File: config.mk
export PLATFORM = sky130hd
export DESIGN_NAME = i2s_frame_gen
export DESIGN_NICKNAME = d
export VERILOG_FILES = /design/src/rtl/i2s_frame_gen_pkg.sv /design/src/rtl/i2s_frame_gen_sample_fifo2.sv /design/src/rtl/i2s_frame_gen.sv
export SDC_FILE = /design/constraint.sdc
export NUM_CORES = 1
export LEC_CHECK = 0
export ABC_AREA = 1
export CAP_MARGIN = 15
export CORE_MARGIN = 2
export CORE_UTILIZATION = 54
export CTS_BUF_LIST = sky130_fd_sc_hd__clkbuf_8
export DETAILED_ROUTE_END_ITERATION = 12
export PLACE_DENSITY = 0.84
export SLEW_MARGIN = 40
export SYNTH_ARGS = -nofsm -noshare
export SYNTH_HDL_FRONTEND = slang
export SYNTH_SLANG_ARGS = --single-unit
File: constraint.sdc
create_clock -name clk_i -period 1.96 [get_ports clk_i]
set_input_delay 0.49 -clock clk_i [delete_from_list [all_inputs] [get_ports clk_i]]
set_output_delay 0.49 -clock clk_i [all_outputs]
set_load 0.02 [all_outputs]
File: src/rtl/i2s_frame_gen_pkg.sv
// Shared I2S defines: default word width and clock divide used by the
// frame generator and the serializer.
package i2s_frame_gen_pkg;

  localparam int AUDIO_DW_DEFAULT = 8;
  localparam int SCK_DIV_DEFAULT  = 4;

  // Counter width for a modulo-n counter, never narrower than one bit.
  function automatic int cnt_width(input int n);
    return (n > 1) ? $clog2(n) : 1;
  endfunction

endpackage

File: src/rtl/i2s_frame_gen_sample_fifo2.sv
// Two-entry synchronous FIFO holding {left, right} sample pairs;
// simultaneous push and pop are both honoured.
module sample_fifo2 #(
  parameter int W = 16
) (
  input  logic         clk_i,
  input  logic         rst_i,
  input  logic         push_i,
  input  logic         pop_i,
  input  logic [W-1:0] wdata_i,
  output logic [W-1:0] rdata_o,
  output logic         full_o,
  output logic         empty_o
);

  logic [W-1:0] mem [2];
  logic         wr_ptr;
  logic         rd_ptr;
  logic [1:0]   count;
  logic         do_push;
  logic         do_pop;

  assign full_o  = (count == 2'd2);
  assign empty_o = (count == 2'd0);
  assign do_push = push_i && !full_o;
  assign do_pop  = pop_i && !empty_o;
  assign rdata_o = mem[rd_ptr];

  always_ff @(posedge clk_i) begin
    if (rst_i) begin
      wr_ptr <= 1'b0;
      rd_ptr <= 1'b0;
      count  <= 2'd0;
    end else begin
      if (do_push) wr_ptr <= ~wr_ptr;
      if (do_pop)  rd_ptr <= ~rd_ptr;
      case ({do_push, do_pop})
        2'b10:   count <= count + 2'd1;
        2'b01:   count <= count - 2'd1;
        default: count <= count;
      endcase
    end
  end

  // NOTE: storage is deliberately left out of reset; the count guarantees
  // no entry is read before it has been written.
  always_ff @(posedge clk_i) begin
    if (do_push) mem[wr_ptr] <= wdata_i;
  end

endmodule

File: src/rtl/i2s_frame_gen.sv
// I2S master bit-clock / word-select generator with a 2-deep stereo sample
// buffer; the data pair is latched once per frame on the ws 1->0 edge.
module i2s_frame_gen
  import i2s_frame_gen_pkg::*;
#(
  parameter int AUDIO_DW = AUDIO_DW_DEFAULT,
  parameter int SCK_DIV  = SCK_DIV_DEFAULT
) (
  input  logic                clk_i,
  input  logic                rst_i,
  input  logic                en_i,
  input  logic                sample_valid_i,
  input  logic [AUDIO_DW-1:0] l_sample_i,
  input  logic [AUDIO_DW-1:0] r_sample_i,
  output logic                sample_ready_o,
  output logic                sck_o,
  output logic                ws_o,
  output logic [AUDIO_DW-1:0] l_data_o,
  output logic [AUDIO_DW-1:0] r_data_o,
  output logic                frame_o,
  output logic                underrun_o
);

  localparam int DIV_W = cnt_width(SCK_DIV);
  localparam int BIT_W = cnt_width(AUDIO_DW);
  localparam logic [DIV_W-1:0] DIV_LAST = DIV_W'(SCK_DIV - 1);
  localparam logic [BIT_W-1:0] BIT_LAST = BIT_W'(AUDIO_DW - 1);

  logic [DIV_W-1:0]      div_cnt;
  logic [BIT_W-1:0]      bit_cnt;
  logic                  div_wrap;
  logic                  sck_fall;
  logic                  bit_wrap;
  logic                  frame_start;
  logic                  fifo_full;
  logic                  fifo_empty;
  logic                  fifo_push;
  logic                  fifo_pop;
  logic [2*AUDIO_DW-1:0] fifo_head;

  // Each event is a refinement of the previous one, so ws can only move
  // on the same clk edge as a falling sck.
  assign div_wrap    = en_i && (div_cnt == DIV_LAST);
  assign sck_fall    = div_wrap && sck_o;
  assign bit_wrap    = sck_fall && (bit_cnt == BIT_LAST);
  assign frame_start = bit_wrap && ws_o;

  assign sample_ready_o = !fifo_full;
  assign fifo_push      = sample_valid_i && sample_ready_o;
  assign fifo_pop       = frame_start && !fifo_empty;

  sample_fifo2 #(
    .W (2 * AUDIO_DW)
  ) u_fifo (
    .clk_i   (clk_i),
    .rst_i   (rst_i),
    .push_i  (fifo_push),
    .pop_i   (fifo_pop),
    .wdata_i ({l_sample_i, r_sample_i}),
    .rdata_o (fifo_head),
    .full_o  (fifo_full),
    .empty_o (fifo_empty)
  );

  // NOTE: all state updates use non-blocking assignments so every branch
  // sees the pre-edge values of sck_o, ws_o and the counters.
  always_ff @(posedge clk_i) begin
    if (rst_i) begin
      div_cnt    <= '0;
      bit_cnt    <= '0;
      sck_o      <= 1'b0;
      ws_o       <= 1'b1;
      l_data_o   <= '0;
      r_data_o   <= '0;
      frame_o    <= 1'b0;
      underrun_o <= 1'b0;
    end else begin
      if (en_i) div_cnt <= div_wrap ? '0 : div_cnt + 1'b1;
      if (div_wrap) sck_o <= ~sck_o;
      if (sck_fall) bit_cnt <= bit_wrap ? '0 : bit_cnt + 1'b1;
      if (bit_wrap) ws_o <= ~ws_o;
      frame_o    <= frame_start;
      underrun_o <= frame_start && fifo_empty;
      if (frame_start) begin
        l_data_o <= fifo_empty ? '0 : fifo_head[2*AUDIO_DW-1:AUDIO_DW];
        r_data_o <= fifo_empty ? '0 : fifo_head[AUDIO_DW-1:0];
      end
    end
  end

endmodule

==> summary.md, run 1 <==
| Metric | Value |
|---|---|
| RSZ-0062 raised after global routing | `false` |
| Slew headroom | `0.677` |
| Cell count after synthesis | `230` |
| Vias/cell | `5.06` |
| Critical Path Max Stage Delay | `0.65 ns` |
| Critical Path Sink Type | `primary output` |
| Final period utilization | `0.976` |
| CP bufs+invs | `1` |
| Starting density of the core | `0.555` |
| Die Y | `70.6 µm` |
| Cell variety after synth | `21` |
| Post-Syn Area per Cell | `10.4 µm²` |
| Top Usage Layer GRT | `met2` |
| Reg power frac | `0.543` |
| Least-Margin Pin Slew | `0.484 ns` |
| Max_cap viols | `0` |
| Status | `complete, no violations` |
| Post-Syn Nets | `254` |
| Sw power | `578 µW` |
| Met1 Track Usage GR | `0.243` |
| Worst hold slack | `0.470 ns` |
| Die area | `0.00499 mm²` |
| First-pass GRT wire length | `7560 µm` |
| Post-route cell area | `0.00312 mm²` |
| Comb pwr share | `0.067` |
| 1st-pass router iterations | `4` |
| WL final | `4460 µm` |
| Ant diodes | `0` |
| Aggregate global routing overflow | `0` |
| Quantity of I/O buffers inserted on ports | `40` |
| CP required | `1.47 ns` |
| Final Hold Vio Count | `0` |
| Critical Path Source Type | `register` |
| Row count | `24` |
| # setup viols final | `0` |
| Area delta synth->final | `30.0%` |
| Worst min-delay path class | `register to register` |
| Mapped Area | `0.00240 mm²` |
| Placer congestion estimate | `0.790` |
| Die width | `70.6 µm` |
| Synth top area share | `0.401` |
| Clock Path Buffers | `2` |
| Yosys reg bits | `62` |
| Cts bufs inserted | `9` |
| Post CTS Setup Buffer Count | `0` |
| Number of global-route vias before repair | `1708` |
| CTS H-tree lvls | `3` |
| Clock share of power | `0.389` |
| DRT iter0 DRCs | `118` |
| IO Count | `41` |
| Clk_lat worst skew | `0.33 ns` |
| Initial antenna violation count | `0` |
| PnR worst setup slack | `0.0472 ns` |
| Top delay family on crit path | `buffers and inverters` |
| Std-Cell Core Area | `0.00432 mm²` |
| Post-DP HPWL | `3010 µm` |
| Net Sw Frac | `0.218` |
| PwrDens | `849 mW/mm²` |
| Drt wl/cell | `13.1 µm` |
| Setup TNS | `0 ns` |
| Met2 usage | `0.322` |
| DP Worst Slack | `-0.213 ns` |
| Final ANT Viol Nets | `0` |
| Synth area leaders | `edfxtp_1 40%, dfxtp_1 25%, nand2_1 12%, a21oi_1 6.1%, a21oi_2 3.7%` |
| Synth Warn # | `0` |
| Post-DP Area | `0.00293 mm²` |
| Global Route Usage Sum | `0.196` |
| Setup Skew | `0.0115 ns` |
| Critical Path, Cell by Cell | `clkdlybuf4s50_1` |
| Final net count | `307` |
| Root Driver | `clkbuf_8` |
| Post-synthesis sequential area ratio | `0.651` |
| Share of post-route cells with drive strength above 1 | `0.149` |
| Pin count of the biggest net entering global routing | `19` |
| Tmin final | `1.91 ns` |
| Main flop type after synthesis | `edfxtp_1` |
| Reg clk slew, reported paths | `0.06 ns` |
| Fmax | `0.523 GHz` |
| Max VDD drop | `0.000548 V` |
| Largest area contributor in the netlist | `edfxtp_1` |
| # DRC | `0` |
| CP arrival | `1.42 ns` |
| Vias | `1721` |
| Crit Path Class | `register to primary output` |
| CP Max Fanout | `6` |
| Post-synth EDFFs | `32` |
| Ys async rst share | `0` |
| Worst path slowest cell | `clkdlybuf4s50_1` |
| CTS tree | `built` |
| Slew Limit Fails | `0` |
| Tot Pwr | `2650 µW` |
| CTS sink cnt | `62` |
| Pleak | `0.00115 µW` |
| Met3 Resource Use GR | `0.0484` |
| Internal | `2070 µW` |
[power by group through the flow]
stage / registers (µW) / logic [µW] / clock network (µW)
floorplan: 1460 / 86.6 / 0
global placement: 1460 / 172 / 0
detailed placement: 1470 / 177 / 0
CTS: 1440 / 177 / 1050
global route: 1440 / 201 / 1100
finish: 1440 / 179 / 1030
[kinds of logic (layout without fill, tap and decap cells)]
kind of cell	Yosys count	in the layout	share of synthesized area
adders and majority gates	4	4	0.0209
DFF	62	62	0.651
xor gates and xnor gates	1	1	0.00365
buffers and inverters	22	80	0.0428
and+or+nand+nor	97	97	0.172
AOI/OAI and AO/OA	44	44	0.110
[flip-flops by register name, summed over array words and instances, names as in the netlist, named ones only]
| name | cells |
|---|---|
| bit_cnt | 3 |
| div_cnt | 2 |
| frame_o | 1 |
| l_data_o | 8 |
| r_data_o | 8 |
| sck_o | 1 |
| u_fifo.count | 2 |
| u_fifo.mem | 32 |
| u_fifo.rd_ptr | 1 |
| u_fifo.wr_ptr | 1 |
| underrun_o | 1 |
| ws_o | 1 |
[placed cells by master (no fill, tap or decap), drive strengths merged]
cell type      instances
a21oi                 39
buf                   10
bufinv                 1
clkbuf                 9
clkdlybuf4s50         38
clkinv                 2
dfxtp                 30
dlygate4sd2            1
dlymetal6s2s           1
edfxtp                32
ha                     4
inv                   18
nand2                 78
nand3                  2
nand4                  2
nor2                  11
nor3                   4
o211a                  1
o21ai                  4
xnor2                  1
[repair_timing]
action                                  in CTS  in global routing
endpoints found under the setup margin       1                  1
endpoints found under the hold margin        0                  0
hold buffers                                 0                  0
pin swaps                                    0                  1
resized for setup                            1                  6
[cell usage after synthesis (2+ instances only)]
master and number:
buf_2 4, edfxtp_1 32, buf_6 2, a21oi_1 29, nor2_1 10, nand4_1 2
o21ai_0 4, ha_1 4, a21oi_2 10, clkbuf_1 2, inv_1 14, nand2_2 2
nand2_1 76, dfxtp_1 30, nor3_1 3
[path summary, 6_finish.rpt]
check	start	to	slack, ns	cells past startpoint
worst max-delay path	ws_o$_SDFFE_PP1N_	ws_o	0.05	1
worst min-delay path	l_data_o[7]$_SDFFE_PP0N_	l_data_o[7]$_SDFFE_PP0N_	0.47	2
worst max register to register	div_cnt[0]$_SDFFE_PP0P_	u_fifo.count[1]$_SDFFE_PP0P_	0.17	11
worst min register to register	l_data_o[7]$_SDFFE_PP0N_	l_data_o[7]$_SDFFE_PP0N_	0.47	2
[area by class of cell]
class                   count  area, µm²
clock buffers               9        124
clock inverters             7       57.6
well taps                  52       65.1
inverters                  14       52.6
repair buffers             50        514
multi-input cells         146        744
flip-flops and latches     62       1560
fillers                   307       1200
[metal layers]
| metal | part of all wire | up-vias |
|---|---|---|
| met2 | 0.48 | 40 |
| met5 | 0 | - |
| met1 | 0.46 | 796 |
| met3 | 0.040 | 10 |
| li1 | - | 875 |
| met4 | 0.020 | 0 |
[per-stage QoR]
step | utilization | cells
6_report | 0.721 | 340
2_1_floorplan | - | 230
3_5_place_dp | 0.677 | 324
5_1_grt | 0.721 | 340
4_1_cts | 0.718 | 340
3_3_place_gp | 0.677 | 324
Note: power is estimated with default switching activity, not from simulation.
==> run 2: changes to the inputs <==
--- a/config.mk
+++ b/config.mk
@@ -11,8 +11,8 @@
 export CORE_UTILIZATION = 54
 export CTS_BUF_LIST = sky130_fd_sc_hd__clkbuf_8
 export DETAILED_ROUTE_END_ITERATION = 12
+export MAX_ROUTING_LAYER = met4
 export PLACE_DENSITY = 0.84
-export SLEW_MARGIN = 40
 export SYNTH_ARGS = -nofsm -noshare
 export SYNTH_HDL_FRONTEND = slang
 export SYNTH_SLANG_ARGS = --single-unit
==> run 2 against run 1 <==
  * Global-route usage up 0.73 points
  * First-iteration DRC count up 14%
  * Sequential cell count unchanged
  * Largest cell class unchanged
  * Worst setup slack worse by 0.00071 ns
  * Fmax about the same
  * Largest power group unchanged
  * Combinational power about the same
  * Via count up 0.41%
==> summary.md, run 2 (same netlist as run 1, synthesis figures left out) <==
| Metric | Value |
|---|---|
| Slew Limit Fails | `0 (unchanged)` |
| Row count | `24 (unchanged)` |
| Critical Path Sink Type | `primary output (unchanged)` |
| CTS sink cnt | `62 (unchanged)` |
| Final net count | `307 (unchanged)` |
| Quantity of I/O buffers inserted on ports | `40 (unchanged)` |
| Ant diodes | `0 (unchanged)` |
| First-pass GRT wire length | `7580 µm (was 7560 µm)` |
| Clk_lat worst skew | `0.33 ns (about the same)` |
| # setup viols final | `0 (unchanged)` |
| # DRC | `0 (unchanged)` |
| Final period utilization | `0.976 (about the same)` |
| Non-Filler Instances | `340 (unchanged)` |
| Comb pwr share | `0.067 (about the same)` |
| Status | `complete, no violations (unchanged)` |
| Vias/cell | `5.08 (was 5.06)` |
| WL final | `4470 µm (was 4460 µm)` |
| Worst min-delay path class | `register to register (unchanged)` |
| CTS Hold Buffers Added | `0 (unchanged)` |
| Aggregate global routing overflow | `0 (unchanged)` |
| Largest regs | `u_fifo.mem x32, l_data_o x8, r_data_o x8 (unchanged)` |
| Vias | `1728 (was 1721)` |
| Sw power | `582 µW (was 578 µW)` |
| Critical Path Max Stage Delay | `0.65 ns (about the same)` |
| Tmin final | `1.91 ns (about the same)` |
| Largest Register | `u_fifo.mem (unchanged)` |
| Drt wl/cell | `13.1 µm (about the same)` |
| Share of post-route cells with drive strength above 1 | `0.149 (unchanged)` |
| CTS tree | `built (unchanged)` |
| Top delay family on crit path | `buffers and inverters (unchanged)` |
| PnR worst setup slack | `0.0464 ns (was 0.0472 ns)` |
| Final ANT Viol Nets | `0 (unchanged)` |
| Global Route Usage Sum | `0.203 (was 0.196)` |
| Die width | `70.6 µm (unchanged)` |
| Final Hold Vio Count | `0 (unchanged)` |
| CP bufs+invs | `1 (unchanged)` |
| Post CTS Setup Buffer Count | `0 (unchanged)` |
| CP required | `1.47 ns (about the same)` |
| Max_cap viols | `0 (unchanged)` |
| CTS H-tree lvls | `3 (unchanged)` |
| Starting density of the core | `0.555 (unchanged)` |
| Largest register FFs | `32 (unchanged)` |
| Reg clk slew, reported paths | `0.06 ns (about the same)` |
| Area delta synth->final | `30.0% (unchanged)` |
| Clock share of power | `0.390 (was 0.389)` |
| IO Count | `41 (unchanged)` |
| Least-Margin Pin Slew | `0.482 ns (was 0.484 ns)` |
| 1st-pass router iterations | `4 (unchanged)` |
| Max VDD drop | `0.000553 V (was 0.000548 V)` |
| Internal | `2070 µW (about the same)` |
| Clock Path Buffers | `2 (unchanged)` |
| Worst hold slack | `0.468 ns (was 0.470 ns)` |
| Slew headroom | `0.679 (was 0.677)` |
| Critical Path Source Type | `register (unchanged)` |
| Cts bufs inserted | `9 (unchanged)` |
| Die Y | `70.6 µm (unchanged)` |
| Placer congestion estimate | `0.801 (was 0.790)` |
| Net Sw Frac | `0.219 (was 0.218)` |
| Die area | `0.00499 mm² (unchanged)` |
| DRT iter0 DRCs | `135 (was 118)` |
| DP Worst Slack | `-0.213 ns (unchanged)` |
| Most common cell after layout, fill and taps aside | `nand2_1 (unchanged)` |
| Std-Cell Core Area | `0.00432 mm² (unchanged)` |
| Worst path slowest cell | `clkdlybuf4s50_1 (unchanged)` |
| CP arrival | `1.42 ns (about the same)` |
| Critical Path, Cell by Cell | `clkdlybuf4s50_1 (unchanged)` |
| Post-DP HPWL | `3010 µm (unchanged)` |
| Root Driver | `clkbuf_8 (unchanged)` |
| Crit Path Class | `register to primary output (unchanged)` |
| CP Max Fanout | `6 (unchanged)` |
| Fmax | `0.523 GHz (about the same)` |
| Setup Skew | `0.0116 ns (was 0.0115 ns)` |
| DP Cell Count | `324 (unchanged)` |
| Number of global-route vias before repair | `1704 (was 1708)` |
| Pin count of the biggest net entering global routing | `19 (unchanged)` |
| Util after Layout | `0.721 (unchanged)` |
| Initial antenna violation count | `0 (unchanged)` |
| Reg power frac | `0.542 (was 0.543)` |
| RSZ-0062 raised after global routing | `false (unchanged)` |
| Pleak | `0.00115 µW (unchanged)` |
| Most frequent cells in the layout | `75 x nand2_1, 38 x clkdlybuf4s50_1, 32 x edfxtp_1, 30 x dfxtp_1, 29 x a21oi_1 (unchanged)` |
| PwrDens | `851 mW/mm² (was 849 mW/mm²)` |
| Tot Pwr | `2650 µW (about the same)` |
-- run 2: cell counts in the layout (fill, tap and decap cells not counted) --
No cell type changed its count.
-- run 2: worst paths after layout --
| path | from | endpoint | slack, ns | cells after the start |
|---|---|---|---|---|
| setup reg to reg | div_cnt[0]$_SDFFE_PP0P_ | u_fifo.count[1]$_SDFFE_PP0P_ | 0.17 | 11 |
| hold reg to reg | r_data_o[2]$_SDFFE_PP0N_ | r_data_o[2]$_SDFFE_PP0N_ | 0.47 | 2 |
| setup / recovery | ws_o$_SDFFE_PP1N_ | ws_o | 0.05 | 1 |
| hold / removal | r_data_o[2]$_SDFFE_PP0N_ | r_data_o[2]$_SDFFE_PP0N_ | 0.47 | 2 |
-- run 2: power groups by stage --
stage / sequential, µW / combinational [µW] / clock, µW
global placement: 1460 / 172 / 0
floorplan: 1460 / 86.6 / 0
finish: 1440 / 178 / 1040
CTS: 1440 / 177 / 1050
global route: 1440 / 201 / 1100
detailed placement: 1470 / 177 / 0
-- run 2: through the flow --
stage	instance area [µm²]	setup TNS, ns
global placement	2930	-0.0968
floorplan	2400	0
finish	3120	0
detailed placement	2930	-0.287
global route	3120	0
CTS	3110	0
-- run 2: area by class of cell --
class	count	area, µm²
flip-flops and latches	62	1560
fillers	307	1200
multi-input cells	146	744
repair buffers	50	514
clock buffers	9	124
well taps	52	65.1
clock inverters	7	57.6
inverters	14	52.6
-- run 2: worst reg2reg max path, delay by kind of cell (launching register included) --
kind,cells,cell delay [ns]
fa+ha+maj,2,0.48
flops,1,0.38
simple gates,5,0.52
buf+inv,2,0.17
compound gates,2,0.19
-- run 2: what timing repair did --
item | in CTS | in global routing
endpoints found under the setup margin | 1 | 1
pin swaps | 0 | 1
resized for setup | 1 | 6
-- run 2: metal layers --
metal | vias to the layer above | track usage | routed length (µm)
met5 | - | - | 0
met4 | 0 | 0.0964 | 85
met3 | 10 | 0.0527 | 193
met2 | 45 | 0.322 | 2170
met1 | 798 | 0.244 | 2020
li1 | 875 | - | -
==> run 3: changes to the inputs <==
--- a/config.mk
+++ b/config.mk
@@ -8,11 +8,10 @@
 export ABC_AREA = 1
 export CAP_MARGIN = 15
 export CORE_MARGIN = 2
-export CORE_UTILIZATION = 54
-export CTS_BUF_LIST = sky130_fd_sc_hd__clkbuf_8
+export CORE_UTILIZATION = 52
 export DETAILED_ROUTE_END_ITERATION = 12
 export MAX_ROUTING_LAYER = met4
-export PLACE_DENSITY = 0.84
+export PLACE_DENSITY = 0.82
 export SYNTH_ARGS = -nofsm -noshare
 export SYNTH_HDL_FRONTEND = slang
 export SYNTH_SLANG_ARGS = --single-unit
==> run 3 against run 2 <==
  * Non-clock buffer count is 4 higher
  * Sequential share of layout area is 0.55 points higher
  * Worst setup slack better by 0.081 ns
  * Global-route usage is 0.14 points higher
  * Fmax is 4.4% higher
  * Critical path depth stayed put
  * Clock-buffer cell count is 4 higher
  * First-iteration DRC count is 36% lower
  * Critical endpoint is now sck_o
  * Largest cell class unchanged
==> summary.md, run 3 (same netlist as run 1, synthesis figures left out) <==
| Metric | Value |
|---|---|
| Status | `complete, no violations (unchanged)` |
| Least-Margin Pin Slew | `0.516 ns (was 0.482 ns)` |
| Worst min-delay path class | `register to register (unchanged)` |
| Fmax | `0.546 GHz (was 0.523 GHz)` |
| Global Route Usage Sum | `0.204 (was 0.203)` |
| R2R Setup Slk | `0.27 ns (was 0.17 ns)` |
| Vias | `1716 (was 1728)` |
| CTS tree | `built (unchanged)` |
| CP startpoint | `sck_o$_SDFFE_PP0P_ (was ws_o$_SDFFE_PP1N_)` |
| Max VDD drop | `0.000517 V (was 0.000553 V)` |
| PwrDens | `809 mW/mm² (was 851 mW/mm²)` |
| Ant diodes | `0 (unchanged)` |
| Slew headroom | `0.656 (was 0.679)` |
| 1st-pass router iterations | `4 (unchanged)` |
| Critical Path, Cell by Cell | `clkdlybuf4s50_1 (unchanged)` |
| First-pass GRT wire length | `7510 µm (was 7580 µm)` |
| Final period utilization | `0.935 (was 0.976)` |
| Starting density of the core | `0.547 (was 0.555)` |
| Reg area | `0.00156 mm² (unchanged)` |
| Critical Path Max Stage Delay | `0.63 ns (was 0.65 ns)` |
| Critical Path Source Type | `register (unchanged)` |
| Slew Limit Fails | `0 (unchanged)` |
| Final Hold Vio Count | `0 (unchanged)` |
| Die area | `0.00517 mm² (was 0.00499 mm²)` |
| Final ANT Viol Nets | `0 (unchanged)` |
| Worst path slowest cell | `clkdlybuf4s50_1 (unchanged)` |
| Pleak | `0.00113 µW (was 0.00115 µW)` |
| # DRC | `0 (unchanged)` |
| Vias/cell | `4.99 (was 5.08)` |
| Cts bufs inserted | `9 (unchanged)` |
| Setup TNS | `0 ns (unchanged)` |
| Share of post-route cells with drive strength above 1 | `0.134 (was 0.149)` |
| Crit Path Class | `register to primary output (unchanged)` |
| CTS sink cnt | `62 (unchanged)` |
| CP bufs+invs | `1 (unchanged)` |
| CP arrival | `1.34 ns (was 1.42 ns)` |
| Reg clk slew, reported paths | `0.06 ns (about the same)` |
| Post CTS Setup Buffer Count | `0 (unchanged)` |
| Setup Skew | `0.00846 ns (was 0.0116 ns)` |
| Fillers | `321 (was 307)` |
| DRT iter0 DRCs | `87 (was 135)` |
| Largest Register | `u_fifo.mem (unchanged)` |
| Util after Layout | `0.704 (was 0.721)` |
| Levels on crit path | `1 (unchanged)` |
| RR Startpoint | `div_cnt[0]$_SDFFE_PP0P_ (unchanged)` |
| Multi-input logic area | `737 µm² (was 744 µm²)` |
| Aggregate global routing overflow | `0 (unchanged)` |
| Most frequent cells in the layout | `76 x nand2_1, 38 x clkdlybuf4s50_1, 32 x edfxtp_1, 30 x dfxtp_1, 29 x a21oi_1 (was 75 x nand2_1, 38 x clkdlybuf4s50_1, 32 x edfxtp_1, 30 x dfxtp_1, 29 x a21oi_1)` |
| WL final | `4460 µm (was 4470 µm)` |
| IO Count | `41 (unchanged)` |
| RSZ-0062 raised after global routing | `false (unchanged)` |
| CP required | `1.47 ns (about the same)` |
| Final net count | `311 (was 307)` |
| Post-DP HPWL | `3070 µm (was 3010 µm)` |
| Quantity of I/O buffers inserted on ports | `40 (unchanged)` |
| Critical Path Sink Type | `primary output (unchanged)` |
| # setup viols final | `0 (unchanged)` |
| Drt wl/cell | `13.0 µm (was 13.1 µm)` |
| Clk_lat worst skew | `0.33 ns (about the same)` |
| Path depth of the worst reg2reg path | `11 (unchanged)` |
| Clock Path Buffers | `2 (unchanged)` |
| Die width | `71.9 µm (was 70.6 µm)` |
| Top delay family on crit path | `buffers and inverters (unchanged)` |
| Reg-to-Reg End | `u_fifo.count[1]$_SDFFE_PP0P_ (unchanged)` |
| CP Max Fanout | `3 (was 6)` |
| Root Driver | `clkbuf_8 (unchanged)` |
| Die Y | `71.9 µm (was 70.6 µm)` |
| Row count | `24 (unchanged)` |
| Worst setup path endpoint | `sck_o (was ws_o)` |
| Tmin final | `1.83 ns (was 1.91 ns)` |
| CTS H-tree lvls | `3 (unchanged)` |
| Most common cell after layout, fill and taps aside | `nand2_1 (unchanged)` |
| Largest register FFs | `32 (unchanged)` |
| Pin count of the biggest net entering global routing | `19 (unchanged)` |
| Number of global-route vias before repair | `1690 (was 1704)` |
| Area delta synth->final | `28.6% (was 30.0%)` |
| Placer congestion estimate | `0.823 (was 0.801)` |
| Largest regs | `u_fifo.mem x32, l_data_o x8, r_data_o x8 (unchanged)` |
| Std-Cell Core Area | `0.00438 mm² (was 0.00432 mm²)` |
| Max_cap viols | `0 (unchanged)` |
| Initial antenna violation count | `0 (unchanged)` |
run 3: cell types whose count changed in the layout (fill, tap and decap cells not counted), sizes merged:
cell,delta
buf,+4
bufinv,-1
clkbuf,+4
clkinv,+1
inv,-4
run 3: area by class of cell:
cell class,count,area share
Clock buffer,13,0.0450
Clock inverter,3,0.00365
Inverter,14,0.0170
Multi-Input combinational cell,146,0.239
Sequential cell,62,0.506
Tap cell,52,0.0211
Timing Repair Buffer,54,0.168
run 3: how the worst min path moves through the flow:
stage	from	endpoint	depth (start not counted)
after floorplan	u_fifo.count[1]$_SDFFE_PP0P_	u_fifo.count[1]$_SDFFE_PP0P_	1
after global placement	bit_cnt[1]$_SDFFE_PP0P_	bit_cnt[1]$_SDFFE_PP0P_	2
after detailed placement	r_data_o[0]$_SDFFE_PP0N_	r_data_o[0]$_SDFFE_PP0N_	2
after CTS	r_data_o[0]$_SDFFE_PP0N_	r_data_o[0]$_SDFFE_PP0N_	2
after global routing	l_data_o[0]$_SDFFE_PP0N_	l_data_o[0]$_SDFFE_PP0N_	2
final	r_data_o[0]$_SDFFE_PP0N_	r_data_o[0]$_SDFFE_PP0N_	2
run 3: power by group:
group | internal, µW | switching [µW] | total (µW) | leakage [µW]
Clock | 448 | 435 | 883 | 0.0000741
Sequential | 1420 | 18.0 | 1440 | 0.000542
Combinational | 77.8 | 96.0 | 174 | 0.000513
run 3: per-stage QoR:
step	hold WS, ns	cells	total power (µW)	instance area [µm²]	worst slack [ns]
finish	0.465	344	2500	3090	0.128
CTS	0.469	344	2520	3080	0.0205
detailed placement	0.460	328	1640	2930	-0.163
global route	0.498	344	2600	3090	0.0284
floorplan	0.443	230	1550	2400	0.0997
global placement	0.457	328	1630	2930	-0.0878
run 3: layer usage:
metal,up-vias,routed length [µm],GRT usage
met5,-,0,-
met4,0,134,0.138
met3,11,171,0.0417
met2,36,2300,0.338
li1,882,-,-
met1,787,1860,0.221
run 3: timing repair:
action,CTS,global route
pin swaps,0,0
resized for setup,1,2
endpoints found under the setup margin,1,2
hold buffers,0,0
run 3: tightest hold or removal path, stage by stage (launching register included):
cell     delay [ns]
dfxtp_1        0.31
nand2_1        0.06
a21oi_1        0.05
